==> src/rtl/munch_frame_sequencer.sv <==
// Frame-rate controller for the munching-squares renderer.
// Sequences the animation frame counter on VSync rising edges (run, hold,
// single-step, direction, speed division) and commits the persistence lag.
// All configuration is sampled only on frame edges so the picture never tears.
module munch_frame_sequencer #(
  parameter int unsigned FRAME_BITS = 9,
  parameter int unsigned DIV_BITS   = 3,
  parameter int unsigned MAX_LAG    = 15
) (
  input  logic                  clk,
  input  logic                  reset,
  input  logic                  vsync,
  input  logic                  cfg_run,
  input  logic                  cfg_step,
  input  logic                  cfg_dir,
  input  logic [DIV_BITS-1:0]   cfg_div,
  input  logic [3:0]            cfg_lag,
  output logic [FRAME_BITS-1:0] frame_no,
  output logic [3:0]            lag_len,
  output logic                  frame_tick,
  output logic [1:0]            state
);

  localparam logic [3:0] LAG_CAP = 4'(MAX_LAG);

  typedef enum logic [1:0] {
    IDLE = 2'b00,
    RUN  = 2'b01,
    HOLD = 2'b10
  } state_t;

  state_t                cur_state, nxt_state;
  logic                  prev_vsync, prev_step, step_pending;
  logic [DIV_BITS-1:0]   div_cnt;
  logic [FRAME_BITS-1:0] frame_nxt;
  logic [3:0]            lag_nxt, lag_sel;
  logic [DIV_BITS-1:0]   div_nxt;
  logic                  step_nxt, tick_nxt;
  logic                  frame_edge, step_req, advance;

  assign state = cur_state;

  // State and output registers; everything returns to its idle value on reset.
  always_ff @(posedge clk) begin
    if (reset) begin
      cur_state    <= IDLE;
      prev_vsync   <= 1'b1;
      prev_step    <= 1'b0;
      step_pending <= 1'b0;
      div_cnt      <= '0;
      frame_no     <= '0;
      lag_len      <= LAG_CAP;
      frame_tick   <= 1'b0;
    end else begin
      cur_state    <= nxt_state;
      prev_vsync   <= vsync;
      prev_step    <= cfg_step;
      step_pending <= step_nxt;
      div_cnt      <= div_nxt;
      frame_no     <= frame_nxt;
      lag_len      <= lag_nxt;
      frame_tick   <= tick_nxt;
    end
  end

  // Frame-edge decision: next state, divider, step bookkeeping and advance.
  always_comb begin
    nxt_state  = cur_state;
    div_nxt    = div_cnt;
    frame_nxt  = frame_no;
    lag_nxt    = lag_len;
    tick_nxt   = 1'b0;
    advance    = 1'b0;
    frame_edge = vsync & ~prev_vsync;
    // A step rise on the edge cycle itself is honoured by that edge.
    step_req   = step_pending | (cfg_step & ~prev_step);
    step_nxt   = step_req;
    lag_sel    = (cfg_lag > LAG_CAP) ? LAG_CAP : cfg_lag;

    if (frame_edge) begin
      step_nxt = 1'b0;
      lag_nxt  = lag_sel;
      unique case (cur_state)
        IDLE: begin
          nxt_state = cfg_run ? RUN : HOLD;
          div_nxt   = '0;
        end
        RUN: begin
          if (cfg_run) begin
            // >= so a divider lowered below the running count fires at once.
            if (div_cnt >= cfg_div) begin
              advance = 1'b1;
              div_nxt = '0;
            end else begin
              div_nxt = div_cnt + DIV_BITS'(1);
            end
          end else begin
            nxt_state = HOLD;
            div_nxt   = '0;
          end
        end
        HOLD: begin
          if (cfg_run) begin
            nxt_state = RUN;
            div_nxt   = '0;
          end else if (step_req) begin
            advance = 1'b1;
          end
        end
        default: nxt_state = IDLE;
      endcase
    end

    if (advance) begin
      frame_nxt = cfg_dir ? frame_no - FRAME_BITS'(1) : frame_no + FRAME_BITS'(1);
      tick_nxt  = 1'b1;
    end
  end

endmodule

==> config.mk <==
export PLATFORM = sky130hd
export DESIGN_NAME = munch_frame_sequencer
export DESIGN_NICKNAME = d
export VERILOG_FILES = /design/src/rtl/munch_frame_sequencer.sv
export SDC_FILE = /design/constraint.sdc
export NUM_CORES = 1
export LEC_CHECK = 0
export BUFFER_PORTS_ARGS = -buffer_cell sky130_fd_sc_hd__buf_2
export CAP_MARGIN = 20
export CORE_ASPECT_RATIO = 1.75
export CORE_MARGIN = 1.5
export CORE_UTILIZATION = 40
export CTS_BUF_LIST = sky130_fd_sc_hd__clkbuf_2 sky130_fd_sc_hd__clkbuf_4 sky130_fd_sc_hd__clkbuf_8
export CTS_CLUSTER_SIZE = 30
export DETAILED_ROUTE_END_ITERATION = 7
export HOLD_SLACK_MARGIN = 0.15
export PLACE_DENSITY = 0.65
export SYNTH_ARGS = -nofsm -noshare
export SYNTH_HDL_FRONTEND = slang
export SYNTH_SLANG_ARGS = --single-unit
==> constraint.sdc <==
create_clock -name clk -period 1.7 [get_ports clk]
set_input_delay 0.34 -clock clk [delete_from_list [all_inputs] [get_ports clk]]
set_output_delay 0.34 -clock clk [all_outputs]
set_load 0.01 [all_outputs]
==> results.cfg, run 1 <==
[place]
gp_congestion = 0.836
dp.final_hpwl_um = 2610
dp_slack_ns = -0.326
port_buffers = 28

[synth]
synth_xor_area_share_pct = 1.88
synth_simple_gate_area_share_pct = 23.5
yosysTopAreaCellShare_pct = 31.5
synth.ff_latch_count = 22
yosys-top-cells-area = dfxtp_1 (32%), ha_1 (13%), nor2b_1 (5.8%), a21oi_1 (3.9%), nor2_1 (3.8%)
synthAdderAreaFrac_pct = 14.9
yosysTopAreaCell = dfxtp_1
syn-num-nets = 182
synth_compound_area_share_pct = 19.8
synthMuxAreaShare_pct = 4.39
ys_warn_count = 0
netlist_instances = 153
syn_area_sq_um = 1400
post_synth.cell_area_avg_sq_um = 9.13
synth_top_family_by_area = simple AND/OR/NAND/NOR gates
yosysUniqueCellTypes = 40
synth-seq-area-share_pct = 31.5

[floorplan]
die_h_um = 81.2
core_area_sq_um = 3360
die_w_um = 47.7
io_pins = 29
start_util_pct = 41.6
num_rows = 28
die_area_sq_um = 3870

[detailed_routing]
viasPerCell = 5.20
num_vias = 1331
drt_iter0_markers = 19
wire_per_inst_um = 13.4
ant_nets = 0
wirelength_um = 3430
drt-pass1-iter-count = 3
drc_errors = 0

[global_routing]
grt_pass1_wl_um = 5220
grt_max_degree = 16
overflow = 0
grt_usage_pct = 18.0
antenna_found_initial = 0
grt_pass1_vias = 1264

[clock_network]
cts_tree = yes
htree_levels = 1
cts_buffer_depth = 2
cts_inserted_buffers = 3
clk_pin_slew_worst_paths_ns = 0.08
clk_latency_ns = 0.26
cts-root-buf = clkbuf_8
cts.sinks = 22

[final_layout]
regArea_sq_um = 453
drive_above_1_share_pct = 45.0
multi_input_area_sq_um = 1020
layout_common_cells = buf_4 (31), buf_2 (27), dfxtp_1 (16)
area_growth_pct = 42.3
final_common_cell = buf_4
num_antenna_cells = 0
n_fill_cell = 322
nets = 241
final_core_util_pct = 59.1

[setup_path]
worstPathRequired_ns = 1.85
end_kind = flop
timing.rr.end = frame_no[8]
cp_cell_sequence = fa_2 > a211oi_2 > nor2_1 > mux2i_1 > nand4_1 > mux2_2
cp_top_family = multiplexers
criticalPathCategory = flop to flop
arrival_ns = 1.89
start_kind = flop
ff2ff_setup_slack_ns = -0.04
rr_startpoint = frame_no[0]
critPathBufInv = 0
r2r_cells = 6
worst_path_max_delay_cell = fa_2
critPathMaxStageDelay_ns = 0.37
crit_fanout = 2

[power_and_ir_drop]
p_leak_nw = 0.875
ir_worst_vdd_mv = 0.423
powerDensity_nw_per_um2 = 535

[timing]
relSlewSlack_pct = 80.5
fin_crit_ns = 1.74
rsz0062_at_grt = yes
min_period_over_period_pct = 103
worstMarginPinSlew_ns = 0.290
hold_viol = 0
worst_slack_ns = -0.0428
final_max_slew_viol_count = 0
fin_skew_ns = 0.00593
setup_violations = 2
timing.fmax_ghz = 0.574

[min_path]
min_to = lag_len[2]
min_path_type = input pin to flop
hold_depth = 2
holdCritStartpoint = cfg_lag[2]

[run_status]
status = finished, violations left
violations = setup timing

[run]
maxCapViolCount = 0
[sequential cells by signal, indices dropped and copies added (netlist names)]
name	count
lag_len	4
step_pending	1
frame_tick	1
prev_step	1
div_cnt	3
prev_vsync	1
frame_no	9
state	2
[synthesized netlist by cell type]
cell type / number
nor2b_1: 13
ha_1: 15
o21ba_2: 1
a311oi_1: 1
nor2_1: 14
a211oi_1: 5
o21a_1: 3
o221ai_1: 1
nor2b_4: 1
o21bai_1: 1
o211ai_1: 1
fa_1: 1
inv_1: 8
nand4_1: 3
mux2i_1: 5
nor3_1: 6
buf_4: 2
o2111ai_1: 1
a211o_1: 5
nand3b_1: 1
o22ai_4: 1
o21ai_0: 3
mux2_2: 1
nand2b_1: 1
or4_1: 1
and3_2: 1
a21oi_1: 11
clkbuf_1: 3
and2_1: 1
nand3_4: 1
nand2b_2: 1
nand4b_1: 2
o311ai_1: 1
dfxtp_1: 22
or2_2: 1
a21o_1: 3
and3_1: 2
xnor2_1: 3
nand2_1: 4
or4b_1: 2
[worst max-delay path by stage]
stage | from | end | slack [ns] | cells after the start
after floorplan | cfg_dir | frame_no[8] | 0.003 | 6
after global placement | cfg_dir | frame_no[8] | -0.23 | 7
after detailed placement | cfg_dir | frame_no[8] | -0.33 | 7
after CTS | div_cnt[0] | frame_no[6] | -0.02 | 7
after global routing | frame_no[0] | frame_no[8] | -0.13 | 6
final | frame_no[0] | frame_no[8] | -0.04 | 6
[stage by stage]
stage	cell area, sq um	hold slack (ns)	cells	TNS [ns]	power, mW
finish	1990	0.274	256	-0.0573	1.06
floorplan	1410	0.447	153	0	0.632
global route	1990	0.270	256	-0.305	1.11
detailed placement	1770	0.489	246	-1.53	0.699
global placement	1770	0.481	246	-0.972	0.690
CTS	1930	0.276	254	-0.0409	1.06
[metal layers]
metal / up-vias / GRT usage (%) / wire length [um]
met5: - / 0 / 0
met4: 0 / 4.86 / 40
met3: 4 / 2.00 / 56
met2: 16 / 35.6 / 2020
met1: 638 / 18.0 / 1310
li1: 673 / - / -
[kinds of logic after synthesis]
kind of cell	after synthesis
xor gates and xnor gates	3
buffers and inverters	13
adders and majority gates	16
and+or+nand+nor	55
AOI/OAI and AO/OA	38
DFF	22
muxes	6
[power by group]
group	internal (mW)	leakage [nW]	total (mW)	switching, mW
clock network	0.183	0.0262	0.349	0.166
registers	0.525	0.182	0.533	0.00787
logic	0.0930	0.666	0.181	0.0884
[final cells by class]
class,count,share of cell area [%]
Sequential cell,22,22.8
Timing Repair Buffer,59,19.1
Clock buffer,4,2.45
Multi-Input combinational cell,118,51.2
Inverter,8,1.64
Tap cell,45,2.83
[timing repair]
action	CTS	global route
pin swaps	8	5
gates resized for setup	15	10
setup endpoints to repair	4	11
hold buffers	0	0
buffers inserted	4	2
No activity file was read; power rests on OpenSTA's default activity.
==> run 2: changes to the inputs <==
--- a/config.mk
+++ b/config.mk
@@ -9,3 +9,2 @@
 export CAP_MARGIN = 20
-export CORE_ASPECT_RATIO = 1.75
 export CORE_MARGIN = 1.5
@@ -13,3 +12,3 @@
 export CTS_BUF_LIST = sky130_fd_sc_hd__clkbuf_2 sky130_fd_sc_hd__clkbuf_4 sky130_fd_sc_hd__clkbuf_8
-export CTS_CLUSTER_SIZE = 30
+export CTS_CLUSTER_SIZE = 20
 export DETAILED_ROUTE_END_ITERATION = 7
--- a/constraint.sdc
+++ b/constraint.sdc
@@ -3,2 +3,2 @@
 set_output_delay 0.34 -clock clk [all_outputs]
-set_load 0.01 [all_outputs]
+set_load 0.05 [all_outputs]
==> run 2 against run 1 <==
The flow still finishes with violations (setup timing). Global-route usage shrank 0.72 points. Utilization grew 0.24 points. Non-clock buffer count shrank 10. Setup slack gained 0.016 ns. Clock skew grew 0.0064 ns. Register-to-register slack gained 0.02 ns. Design area shrank 0.38%. Critical endpoint is now frame_no[6]. Largest power group unchanged.
==> results.cfg, run 2 (synthesis results as in run 1) <==
[run_status]
status = finished, violations left
violations = setup timing

[run]
maxCapViolCount = 0

[final_layout]
regMostFlops = frame_no
top_regs = frame_no x9, lag_len x4, div_cnt x3
multi_input_area_sq_um = 1060
layout_common_cells = buf_2 (28), buf_4 (20), nor2_1 (13)
nets = 231
drive_above_1_share_pct = 48.8
n_fill_cell = 306
largest_reg_flops = 9
final_core_util_pct = 59.4
fin_area_sq_um = 1980
regArea_sq_um = 477
final_common_cell = buf_2
area_growth_pct = 41.7
num_antenna_cells = 0

[power_and_ir_drop]
powerDensity_nw_per_um2 = 565
p_leak_nw = 0.828
ir_worst_vdd_mv = 0.481
power_switching_mw = 0.278
comb_power_share_pct = 17.3
intPower_mw = 0.841
seq_power_share_pct = 47.0
pwr-share-clk_pct = 35.7
p_sw_share_pct = 24.9

[global_routing]
grt_max_degree = 20
overflow = 0
grt_pass1_vias = 1304
grt_usage_pct = 17.3
grt_pass1_wl_um = 5560
antenna_found_initial = 0

[detailed_routing]
num_vias = 1295
wl_met3_um = 112
wl_met2_um = 1710
viasPerCell = 5.24
drt-pass1-iter-count = 4
m1WireLength_um = 1360
top_layer = met4
wire_per_inst_um = 13.0
wirelength_um = 3220
ant_nets = 0
drt_iter0_markers = 37
drc_errors = 0

[place]
port_buffers = 28
dp.final_hpwl_um = 2370
place_area_sq_um = 1770
gp_congestion = 0.891

[setup_path]
worstPathRequired_ns = 1.93
crit_fanout = 5
arrival_ns = 1.96
criticalPathCategory = flop to flop
critPathMaxStageDelay_ns = 0.49
start_kind = flop
cp_cell_sequence = ha_4 > nand2_2 > o21a_1 > o22ai_4 > or4b_4 > o311ai_1
end_kind = flop
worst_path_max_delay_cell = or4b_4

[clock_network]
htree_levels = 1
cts_inserted_buffers = 3
cts_tree = yes
clk_pin_slew_worst_paths_ns = 0.13
cts-root-buf = clkbuf_4
cts.sinks = 22
cts_buffer_depth = 2
clk_latency_ns = 0.31

[min_path]
min_path_type = input pin to flop

[timing]
final_max_slew_viol_count = 0
fin_tns_setup_ns = -0.0302
fin_skew_ns = 0.0123
worst_slack_ns = -0.0263
timing.fmax_ghz = 0.579
hold_viol = 0
min_period_over_period_pct = 102
rsz0062_at_grt = yes
worstMarginPinSlew_ns = 0.328
fin_crit_ns = 1.73
setup_violations = 2
relSlewSlack_pct = 78.1

[floorplan]
core_area_sq_um = 3340
die_area_sq_um = 3860
num_rows = 21
start_util_pct = 41.9
io_pins = 29
die_h_um = 62.1
die_w_um = 62.1
==> run 2: what timing repair did <==
item	in CTS	in global routing
hold buffers	0	0
cloned	0	0
pin swaps	5	12
resized for setup	5	21
endpoints found under the setup margin	3	11
buffers inserted	3	0
==> run 2: path summary, 6_finish.rpt <==
path / start / end / slack, ns / cells past startpoint
worst max-delay path: div_cnt[2] / frame_no[6] / -0.03 / 6
worst min-delay path: cfg_lag[3] / lag_len[3] / 0.22 / 2
worst min register to register: step_pending / step_pending / 0.51 / 2
worst max register to register: div_cnt[2] / frame_no[6] / -0.03 / 6
==> run 2: cell type report <==
cell class / count / area share [%]
inverters: 8 / 1.77
well taps: 46 / 2.91
repair buffers: 49 / 15.2
multi-input cells: 118 / 53.4
clock inverters: 1 / 1.52
clock buffers: 3 / 1.14
flip-flops and latches: 22 / 24.1
==> run 2: routing by layer <==
layer,GRT usage (%),vias up
met2,33.7,25
li1,-,647
met4,3.06,0
met5,0,-
met3,3.26,4
met1,19.7,619
==> run 2: worst max-delay path: cells and delay by family (launching register included) <==
family,cells,cell delay [ns]
adder cells (fa/ha/maj),1,0.26
AO/OA/AOI/OAI,3,0.48
AND/OR/NAND/NOR,2,0.54
flip-flops,1,0.38
==> run 2: metrics by stage <==
step	setup slack [ns]	instances	hold slack, ns	power [mW]
2_1_floorplan	-0.0550	153	0.447	0.651
4_1_cts	-0.0274	247	0.206	1.12
3_5_place_dp	-0.271	240	0.497	0.716
5_1_grt	-0.0773	247	0.204	1.17
3_3_place_gp	-0.227	240	0.484	0.708
6_report	-0.0263	247	0.217	1.12
==> run 2: power by group through the flow <==
stage                     sequential (mW)  combinational [mW]  clock (mW)
final                               0.526               0.194       0.400
after global routing                0.528               0.213       0.434
after CTS                           0.527               0.179       0.415
after detailed placement            0.539               0.177           0
after global placement              0.538               0.170           0
after floorplan                     0.564              0.0873           0
==> run 3: changes to the inputs <==
- PLACE_DENSITY: 0.65 -> unset
- PLACE_DENSITY_LB_ADDON: unset -> 0.15
==> run 3 against run 2 <==
The flow still finishes with violations (setup timing). Design area decreased by 1.2%. Power is 0.78% higher. Final cell count is 1.6% higher. First-iteration DRC count is 5.4% higher. Global-route usage decreased by 0.62 points. Die area unchanged. Via count fell by 2.2%. Clock power increased by 2%. Register-to-register slack is essentially flat. Utilization fell by 0.71 points. Critical endpoint unchanged. Largest power group unchanged. Highest routed layer unchanged.
==> results.cfg, run 3 (synthesis results as in run 1) <==
[run_status]
status = finished, violations left
violations = setup timing

[timing]
whs_ns = 0.220
rsz0062_at_grt = yes
worstMarginPinSlew_ns = 0.324
fin_crit_ns = 1.72
relSlewSlack_pct = 78.4
worst_slack_ns = -0.0220
timing.fmax_ghz = 0.581
fin_skew_ns = 0.00200
setup_violations = 2
hold_viol = 0
final_max_slew_viol_count = 0
min_period_over_period_pct = 101
fin_tns_setup_ns = -0.0335

[final_layout]
n_fill_cell = 282
drive_above_1_share_pct = 45.9
top_regs = frame_no x9, lag_len x4, div_cnt x3
multi_input_area_sq_um = 1010
area_growth_pct = 40.0
regArea_sq_um = 474
layout_common_cells = buf_2 (28), buf_4 (25), nor2_1 (14)
largest_reg_flops = 9
nets = 235
regMostFlops = frame_no
final_common_cell = buf_2
num_antenna_cells = 0

[setup_path]
r2r_cells = 6
end_kind = flop
ff2ff_setup_slack_ns = -0.02
worstPathRequired_ns = 1.92
arrival_ns = 1.95
crit_fanout = 7
start_kind = flop
criticalPathCategory = flop to flop

[min_path]
min_path_type = input pin to flop
hold_depth = 2

[clock_network]
cts_inserted_buffers = 3
hold_buffers = 0
cts.sinks = 22
cts_buffer_depth = 2
clk_latency_ns = 0.31
cts-root-buf = clkbuf_4
clk_pin_slew_worst_paths_ns = 0.13
cts_tree = yes
htree_levels = 1

[detailed_routing]
num_vias = 1267
wirelength_um = 3020
viasPerCell = 5.05
drc_errors = 0
drt_iter0_markers = 39
drt-pass1-iter-count = 4
wire_per_inst_um = 12.0
ant_nets = 0

[global_routing]
grt_pass1_vias = 1239
grt_usage_pct = 16.7
antenna_found_initial = 0
grt_pass1_wl_um = 5380
grt_max_degree = 20
overflow = 0

[place]
dp.final_hpwl_um = 2260
port_buffers = 28
dp_slack_ns = -0.240
gp_congestion = 0.808

[run]
maxCapViolCount = 0

[power_and_ir_drop]
powerDensity_nw_per_um2 = 576
p_leak_nw = 0.847
ir_worst_vdd_mv = 0.495

[floorplan]
die_h_um = 62.1
die_w_um = 62.1
num_rows = 21
io_pins = 29
die_area_sq_um = 3860
core_area_sq_um = 3340
start_util_pct = 41.9
## run 3: cell count changes in the layout (fill, tap and decap cells not counted), sizes merged
cell	previous run	this run
buf	49	53
## run 3: per-stage QoR
step	cell area [sq um]	utilization [%]	cells	total power, mW
after floorplan	1470	-	153	0.651
after global placement	1790	53.8	243	0.709
after detailed placement	1790	53.8	243	0.714
after CTS	1900	57.1	249	1.13
after global routing	1960	58.6	251	1.19
final	1960	58.6	251	1.13
## run 3: path summary, 6_finish.rpt
kind / to / startpoint
worst max-delay path: frame_no[6] / div_cnt[1]
worst min-delay path: lag_len[0] / cfg_lag[0]
worst max register to register: frame_no[6] / div_cnt[1]
worst min register to register: step_pending / step_pending
## run 3: cell type report
cell class,count,share of cell area (%)
well taps,46,2.94
multi-input cells,118,51.6
clock inverters,1,1.53
clock buffers,3,1.15
flip-flops and latches,22,24.2
repair buffers,53,16.8
inverters,8,1.79
## run 3: power by group
part | switching, mW | internal (mW) | leakage, nW
Sequential | 0.00781 | 0.518 | 0.188
Combinational | 0.105 | 0.0871 | 0.632
Clock | 0.172 | 0.238 | 0.0279
Total | 0.285 | 0.843 | 0.847
## run 3: worst max-delay path, stage by stage (launching register included)
cell and delay, ns:
dfxtp_2 0.35, ha_1 0.28, nand2_2 0.05, o21a_1 0.21
o22ai_4 0.21, or4b_1 0.46, o311ai_1 0.08
## run 3: metal layers
layer | track usage, % | up-vias | share of wire, %
met5 | 0 | - | 0
met4 | 4.17 | 0 | 0.63
met3 | 1.99 | 2 | 3.4
met2 | 29.5 | 28 | 49
met1 | 21.7 | 578 | 47
li1 | - | 659 | -
## run 3: timing repair
action	4_1_cts	5_1_grt
pin swaps	3	5
endpoints found under the hold margin	0	0
endpoints found under the setup margin	4	11
gates resized for setup	10	6
setup buffers	2	2
